[src/rtl/pulse_burst_pkg.sv]
// Shared types and constants for the pulse burst transmitter.
// MARK_PHASE must match the receiver's state encoding (A..D = 0..3).
package pulse_burst_pkg;

  localparam int PHASE_W = 2;
  localparam logic [PHASE_W-1:0] MARK_PHASE = 2'd3;

  typedef enum logic [1:0] {
    IDLE  = 2'd0,
    PULSE = 2'd1,
    GAP   = 2'd2,
    DONE  = 2'd3
  } burst_state_e;

  function automatic logic isMarkPhase(input logic [PHASE_W-1:0] phase);
    return phase == MARK_PHASE;
  endfunction

endpackage

[src/rtl/pulse_burst_tx_timer.sv]
// Loadable gap down-counter; expired_o flags the last low cycle of a gap.
module pulse_gap_timer #(
  parameter int GAP_W = 3
) (
  input  logic             clk,
  input  logic             rst_n,
  input  logic             load_i,
  input  logic [GAP_W-1:0] loadValue_i,
  input  logic             tick_i,
  output logic             expired_o
);

  logic [GAP_W-1:0] count_q, count_d;

  always_comb begin
    count_d = count_q;
    if (load_i) begin
      count_d = loadValue_i;
    end else if (tick_i && (count_q != '0)) begin
      count_d = count_q - GAP_W'(1);
    end
  end

  always_ff @(posedge clk or negedge rst_n) begin
    if (!rst_n) begin
      count_q <= '0;
    end else begin
      count_q <= count_d;
    end
  end

  // Loaded with the gap length, so a value of 1 means this is the final gap cycle.
  assign expired_o = (count_q <= GAP_W'(1));

endmodule

[src/rtl/pulse_burst_tx.sv]
// Burst pulse transmitter: emits req_count one-cycle pulses separated by req_gap
// low cycles, marking every pulse whose mod-4 group phase is MARK_PHASE.
module pulse_burst_tx
  import pulse_burst_pkg::*;
#(
  parameter int CNT_W = 4,
  parameter int GAP_W = 3
) (
  input  logic             clk,
  input  logic             rst_n,
  input  logic             req_valid,
  output logic             req_ready,
  input  logic [CNT_W-1:0] req_count,
  input  logic [GAP_W-1:0] req_gap,
  input  logic             sync_clr,
  output logic             x_out,
  output logic             group_mark,
  output logic             busy,
  output logic             done
);

  burst_state_e state_q, state_d;

  logic [CNT_W-1:0]   pulseLeft_q, pulseLeft_d;
  logic [GAP_W-1:0]   gapLen_q, gapLen_d;
  logic [PHASE_W-1:0] phase_q, phase_d;

  logic reqReady_q, xOut_q, groupMark_q, busy_q, done_q;
  logic reqReady_d, xOut_d, groupMark_d, busy_d, done_d;

  logic accept;
  logic gapExpired;

  assign accept = req_valid & reqReady_q;

  pulse_gap_timer #(
    .GAP_W(GAP_W)
  ) u_gapTimer (
    .clk        (clk),
    .rst_n      (rst_n),
    .load_i     (state_q == PULSE),
    .loadValue_i(gapLen_q),
    .tick_i     (state_q == GAP),
    .expired_o  (gapExpired)
  );

  always_comb begin
    state_d     = state_q;
    pulseLeft_d = pulseLeft_q;
    gapLen_d    = gapLen_q;
    phase_d     = phase_q;

    unique case (state_q)
      IDLE: begin
        // A clear in the accept cycle applies first, so the burst starts at phase 0.
        if (sync_clr) begin
          phase_d = '0;
        end
        if (accept) begin
          pulseLeft_d = req_count;
          gapLen_d    = req_gap;
          state_d     = (req_count == '0) ? DONE : PULSE;
        end
      end
      PULSE: begin
        phase_d     = phase_q + PHASE_W'(1);
        pulseLeft_d = pulseLeft_q - CNT_W'(1);
        if (pulseLeft_q == CNT_W'(1)) begin
          state_d = DONE;
        end else if (gapLen_q == '0) begin
          state_d = PULSE;
        end else begin
          state_d = GAP;
        end
      end
      GAP: begin
        if (gapExpired) begin
          state_d = PULSE;
        end
      end
      DONE: begin
        state_d = IDLE;
      end
      default: begin
        state_d = IDLE;
      end
    endcase
  end

  // Outputs are registered from the next state, so they line up with the state itself.
  always_comb begin
    reqReady_d  = (state_d == IDLE);
    xOut_d      = (state_d == PULSE);
    groupMark_d = (state_d == PULSE) && isMarkPhase(phase_d);
    busy_d      = (state_d != IDLE);
    done_d      = (state_d == DONE);
  end

  always_ff @(posedge clk or negedge rst_n) begin
    if (!rst_n) begin
      state_q     <= IDLE;
      pulseLeft_q <= '0;
      gapLen_q    <= '0;
      phase_q     <= '0;
    end else begin
      state_q     <= state_d;
      pulseLeft_q <= pulseLeft_d;
      gapLen_q    <= gapLen_d;
      phase_q     <= phase_d;
    end
  end

  always_ff @(posedge clk or negedge rst_n) begin
    if (!rst_n) begin
      reqReady_q  <= 1'b0;
      xOut_q      <= 1'b0;
      groupMark_q <= 1'b0;
      busy_q      <= 1'b0;
      done_q      <= 1'b0;
    end else begin
      reqReady_q  <= reqReady_d;
      xOut_q      <= xOut_d;
      groupMark_q <= groupMark_d;
      busy_q      <= busy_d;
      done_q      <= done_d;
    end
  end

  assign req_ready  = reqReady_q;
  assign x_out      = xOut_q;
  assign group_mark = groupMark_q;
  assign busy       = busy_q;
  assign done       = done_q;

endmodule

[config.mk]
export PLATFORM = sky130hd
export DESIGN_NAME = pulse_burst_tx
export DESIGN_NICKNAME = d
export VERILOG_FILES = /design/src/rtl/pulse_burst_pkg.sv /design/src/rtl/pulse_burst_tx_timer.sv /design/src/rtl/pulse_burst_tx.sv
export SDC_FILE = /design/constraint.sdc
export NUM_CORES = 1
export LEC_CHECK = 0
export CAP_MARGIN = 20
export CORE_AREA = 2 2 56 72
export DETAILED_ROUTE_END_ITERATION = 16
export DIE_AREA = 0 0 58 74
export PLACE_DENSITY = 0.52
export SYNTH_ARGS = -nofsm -noshare
export SYNTH_HDL_FRONTEND = slang
export SYNTH_SLANG_ARGS = --single-unit
[constraint.sdc]
create_clock -name clk -period 1.85 [get_ports clk]
set_input_delay 0.37 -clock clk [delete_from_list [all_inputs] [get_ports clk]]
set_output_delay 0.37 -clock clk [all_outputs]
set_load 0.02 [all_outputs]
# After elaboration in Yosys (flattened, before gate mapping)
# Index checks and enable logic that the tools add are counted.
[word_totals]
ff_bits = 19
out_inout_bits = 5
[op_classes]
add_sub_neg = 3
order_cmp = 1
n_eq_ne = 8
mux = 12
bitwise_logic = 1
reduce_logical = 12
[ops]
columns = ["operator", "count"]
rows = [
  ["2-bit 2-to-1 mux", 6],
  ["2-bit == test (second input constant)", 4],
  ["2-bit one-hot mux with 4 select lines", 1],
  ["4-bit one-hot mux with 2 select lines", 1],
  ["3-bit 2-to-1 mux", 2],
  ["2-bit nonzero test", 3],
  ["2-bit by 1-bit == test with 1-bit output (second input constant)", 2],
  ["4-bit by 1-bit == test with 1-bit output (second input constant)", 1],
  ["2-bit zero test", 2],
  ["4-bit zero test", 1],
  ["4-bit 2-to-1 mux", 1],
  ["2-bit one-hot mux with 2 select lines", 1],
  ["2-bit AND reduction", 2],
  ["4-bit by 1-bit subtractor with 4-bit output (second input constant)", 1],
  ["3-bit by 1-bit less-or-equal comparator with 1-bit output (second input constant)", 1],
  ["3-bit zero test", 1],
  ["3-bit nonzero test", 1],
  ["3-bit by 1-bit subtractor with 3-bit output (second input constant)", 1],
  ["2-bit by 1-bit adder with 2-bit output (second input constant)", 1],
  ["1-bit logical AND", 2],
  ["2-bit != test (second input constant)", 1],
  ["1-bit AND", 1],
]

# Depth between registers and ports, before layout
[depth]
ltp_word = 6
mapped_depth = 6
ltp_nobuf = 6

# Modules after synthesis
# Synthesis repeated with hierarchy kept, for this count alone.
[unflattened]
hier_cells = 88
hier_area_um2 = 1001.0
[by_module_without_submodules]
columns = ["module", "instances", "cells_per_inst", "area_each_um2"]
rows = [
  ["pulse_burst_tx", 1, 63, 779.5],
  ["pulse_gap_timer", 1, 25, 221.5],
]

# Worst setup path before layout
# Ideal clock, no wire load.
[synth_timing]
kind = "reg2reg"
from = "reg pulseLeft_q[0]"
to = "reg busy_q (netlist: busy)"
t_arrival_ps = 1309
t_required_ps = 1726
setup_slack_ps = 417
stages_incl_launch_ff = 6
path_buffers = 0
cell_sequence = "dfrtp_1 ha_1 nor3b_1 o41ai_2 nand3_2 or2_1"
[synth_via]
elab_chain_cells = 4
[synth_lines]
columns = ["element", "line", "rtl"]
rows = [
  ["from (decl)", "pulse_burst_tx.sv:24", "logic [CNT_W-1:0] pulseLeft_q, pulseLeft_d;"],
  ["from (signal assigned)", "pulse_burst_tx.sv:107", "pulseLeft_q <= pulseLeft_d;"],
  ["4-bit by 1-bit == test with 1-bit output", "pulse_burst_tx.sv:68", "if (pulseLeft_q == CNT_W'(1)) begin"],
  ["2-bit 2-to-1 mux", "pulse_burst_tx.sv:68", ""],
  ["2-bit one-hot mux with 4 select lines", "pulse_burst_tx.sv:53", "unique case (state_q)"],
  ["via state_d[1]", "pulse_burst_tx.sv:22", "burst_state_e state_q, state_d;"],
  ["2-bit nonzero test", "pulse_burst_tx.sv:95", "busy_d = (state_d != IDLE);"],
  ["via busy_d", "pulse_burst_tx.sv:29", "logic reqReady_d, xOut_d, groupMark_d, busy_d, done_d;"],
  ["to (signal assigned)", "pulse_burst_tx.sv:124", "busy_q <= busy_d;"],
  ["to (decl)", "pulse_burst_tx.sv:28", "logic reqReady_q, xOut_q, groupMark_q, busy_q, done_q;"],
]
# The timed path passes the listed nets, and every way through them passes these cells.
# A chain may end at the register's enable or synchronous reset.

# Final worst setup path
[layout_timing]
from = "reg reqReady_q (netlist: req_ready)"
to = "out req_ready"
[layout_rtl]
columns = ["element", "line", "rtl"]
rows = [
  ["from (decl)", "pulse_burst_tx.sv:28", ""],
  ["from (signal assigned)", "pulse_burst_tx.sv:121", "reqReady_q <= reqReady_d;"],
  ["to (decl)", "pulse_burst_tx.sv:12", "output logic req_ready,"],
]
# No word-level cell between the ends.

==> results by group <==
Route
  • Drt total wl: 1950 µm
  • DRC: 0
  • Initial drt markers: 10
  • Vias per inst: between 4 and 5
  • Total number of vias: 760
  • Initial DRT Pass Iterations: 4
  • WL/cell: 12.3 µm
  • Post-route ant nets: 0

Synth
  • Seq cells post-synth: 19
  • Post-synth top flop: dfrtp_1
  • Synth Net Count: about 120
  • Mapped Avg Cell Area: 9.82 µm²
  • Sequential fraction of the synthesis area: around half
  • Synth Instances: 100
  • Synth warnings: 0
  • Number of synthesized flops with an enable pin: 0
  • Synth top cells by count: dfrtp_1 (19), nand2_1 (14), nor2_1 (12), inv_1 (6)
  • Dominant cells by area after synthesis: dfrtp_1 (48%), ha_1 (6.4%), nand2_1 (5.4%)
  • Mapped Area: 982 µm²
  • Top-area cell type share of the netlist area: between 40% and 50%
  • Most frequent cell after synthesis: dfrtp_1
  • Library cells used by synthesis: 35
  • Leading area contributor after synthesis: dfrtp_1
  • Post-synth ARST share: 100%

Floorplan
  • Core footprint: about 3600 µm²
  • Core Rows: 25
  • Die Span Y: 74 µm
  • Area of the die: between 4000 and 5000 µm²
  • Chip width: 58 µm
  • Initial Util: 27.1%
  • Num ports: 16

Timing
  • Final WS setup: between 200 and 250 ps
  • Period Utilization, post-route: 86.9%
  • RSZ-0062 raised after global routing: no
  • Fin. Hold Viols: 0
  • Max Transition Viols Final: 0
  • Layout Skew: 3.58 ps
  • Total negative setup slack: 0 ps
  • Measured slew at the worst slew-check pin: 429 ps
  • Setup violators final: 0
  • Max-Slew Margin vs Limit: 71.4%
  • Fmax: 622 MHz
  • Final Critical Period: approximately 1600 ps

Pwr
  • Clock share of power: 14.1%
  • Switching Share: 40.2%
  • Max VDD drop: 599 µV
  • Leakage: 0.551 nW
  • P per Cell Area: 1640 nW/µm²
  • Combinational fraction of design power: a little under half
  • Power Internal: approximately 1.2 mW
  • Flop pwr share: 40.7%
  • P_sw: 0.805 mW

Setup path
  • Max incr delay on CP: a little over 600 ps
  • Critical path fanouts, max: 3
  • Critical path required time: 1480 ps
  • Delay-heaviest family, CP: buffers and inverters
  • FF-to-FF path depth: 5
  • Critical Path Sink: req_ready
  • Crit-path cells: clkdlybuf4s50_1
  • CP bufs+invs: 1
  • Startpoint types: register
  • Setup crit end kind: output port
  • Crit path kind: reg -> out
  • R2r setup slk: 250 ps
  • WP data arrival: between 1000 and 1500 ps
  • Critical path origin: req_ready
  • WP depth: 1
  • Reg2reg end: busy
  • Startpoint of the worst register-to-register path: pulseLeft_q[0]
  • Crit-path slowest cell: clkdlybuf4s50_1

Placement
  • Post-DP Area: 1180 µm²
  • Final RePlAce weighted congestion: 0.703
  • IO buf count: 15
  • Dpl cells: about 150
  • Place WS: 86.2 ps
  • Hpwl dp: between 1500 and 2000 µm

Clock network
  • CTS Hold Bufs: 0
  • Clock Path Buffers: 2
  • Clk_lat worst skew: roughly 250 ps
  • H-tree depth: 1
  • Clock-pin slew on the worst setup and hold paths: 70 ps
  • PostCTS Resize Cnt: 0
  • Num CTS Buffers: 3
  • Root Buffer: clkbuf_8
  • TritonCTS clock tree: done
  • Clock sinks: 19
  • Setup bufs post-CTS: 0

Global routing
  • First-pass GRT wire length: 3250 µm
  • Gr ovfl total: 0
  • Initial antenna violation count: 0
  • All-Layer GR Usage: under 10%
  • Largest net degree at the start of global routing: 20
  • Vias in the first global route: ~720

Finish
  • Final core utilization: 33.7%
  • Share of layout cells above drive strength 1: 11.0%
  • Finished Layout Cells: 158
  • Area Growth Syn to Fin: 24.6%
  • Final #Nets: ~140
  • Finished Cell Area: 1220 µm²
  • Antenna cell count: 0

Status
  • Status: complete, no violations

Worst hold path
  • Hold Crit Class: in -> async

Flow run
  • Max-cap violations: 0
-- power by group through the flow --
stage	Clock (mW)	Combinational [mW]	Sequential (mW)
2_1_floorplan	0	0.684	0.784
3_3_place_gp	0	0.903	0.816
3_5_place_dp	0	0.919	0.822
4_1_cts	0.290	0.925	0.816
5_1_grt	0.313	1.03	0.846
6_report	0.282	0.905	0.816
-- sequential cells by signal, summed over array words and instances, names as in the netlist --
name                count
busy                    1
done                    1
gapLen_q                3
group_mark              1
phase_q                 2
pulseLeft_q             4
req_ready               1
state_q                 2
u_gapTimer.count_q      3
x_out                   1
-- placed cells by master (no fill, tap or decap), drive strengths merged --
cell           netlist  layout
clkdlybuf4s50        0      15
nor2                12      12
o21ai                5       5
clkbuf               0       3
ha                   5       5
mux2i                1       1
a211oi               3       3
a221o                2       2
nand3                3       3
a21oi                5       5
nor3                 2       2
nand2b               1       1
buf                  3       2
inv                  6       6
nand2               15      15
mux2                 1       1
o41ai                1       1
xnor2                1       1
dfrtp               19      19
nor2b                2       2
or2                  1       1
o211ai               1       1
o21ba                1       1
nor4                 1       1
nor4bb               1       1
a31oi                1       1
and2b                1       1
and2                 1       1
o221a                1       1
and4b                1       1
o21bai               1       1
xor2                 1       1
clkinv               0       1
nor3b                1       1
-- cells by family (layout without fill, tap and decap cells) --
group                      count (synthesis)  in the layout  share of synthesized area (%)
xor gates and xnor gates                   2              2                           1.78
AOI/OAI and AO/OA                         21             21                           15.9
muxes                                      2              2                           2.17
adders and majority gates                  5              5                           6.37
buffers and inverters                      9             27                           4.33
and+or+nand+nor                           42             42                           21.0
DFF                                       19             19                           48.4
-- through the flow --
step	hold slack [ps]	total power [mW]
finish	446	2.00
CTS	451	2.03
global placement	535	1.72
floorplan	74.4	1.47
detailed placement	527	1.74
global route	468	2.19
-- how the worst min path moves through the flow --
stage	start	to	slack, ps
6_report	rst_n	pulseLeft_q[3]	450
5_1_grt	rst_n	pulseLeft_q[3]	470
4_1_cts	rst_n	req_ready	450
3_5_place_dp	phase_q[1]	phase_q[1]	530
3_3_place_gp	pulseLeft_q[1]	pulseLeft_q[1]	530
2_1_floorplan	rst_n	busy	70
-- per-layer routing --
metal,track usage (%),vias to the layer above,wire length (µm)
li1,-,379,-
met1,11.1,366,828
met2,18.1,13,1030
met3,1.22,2,65
met4,5.43,0,25
met5,0,-,0
-- area by class of cell --
class	count	area (µm²)
clock buffer	3	41.3
clock inverter	1	5.00
fill	386	2400
inverter	6	22.5
multi-input combinational	72	464
sequential	19	475
tap	40	50.0
timing repair buffer	17	165
Note: power is estimated with default switching activity, not from simulation.
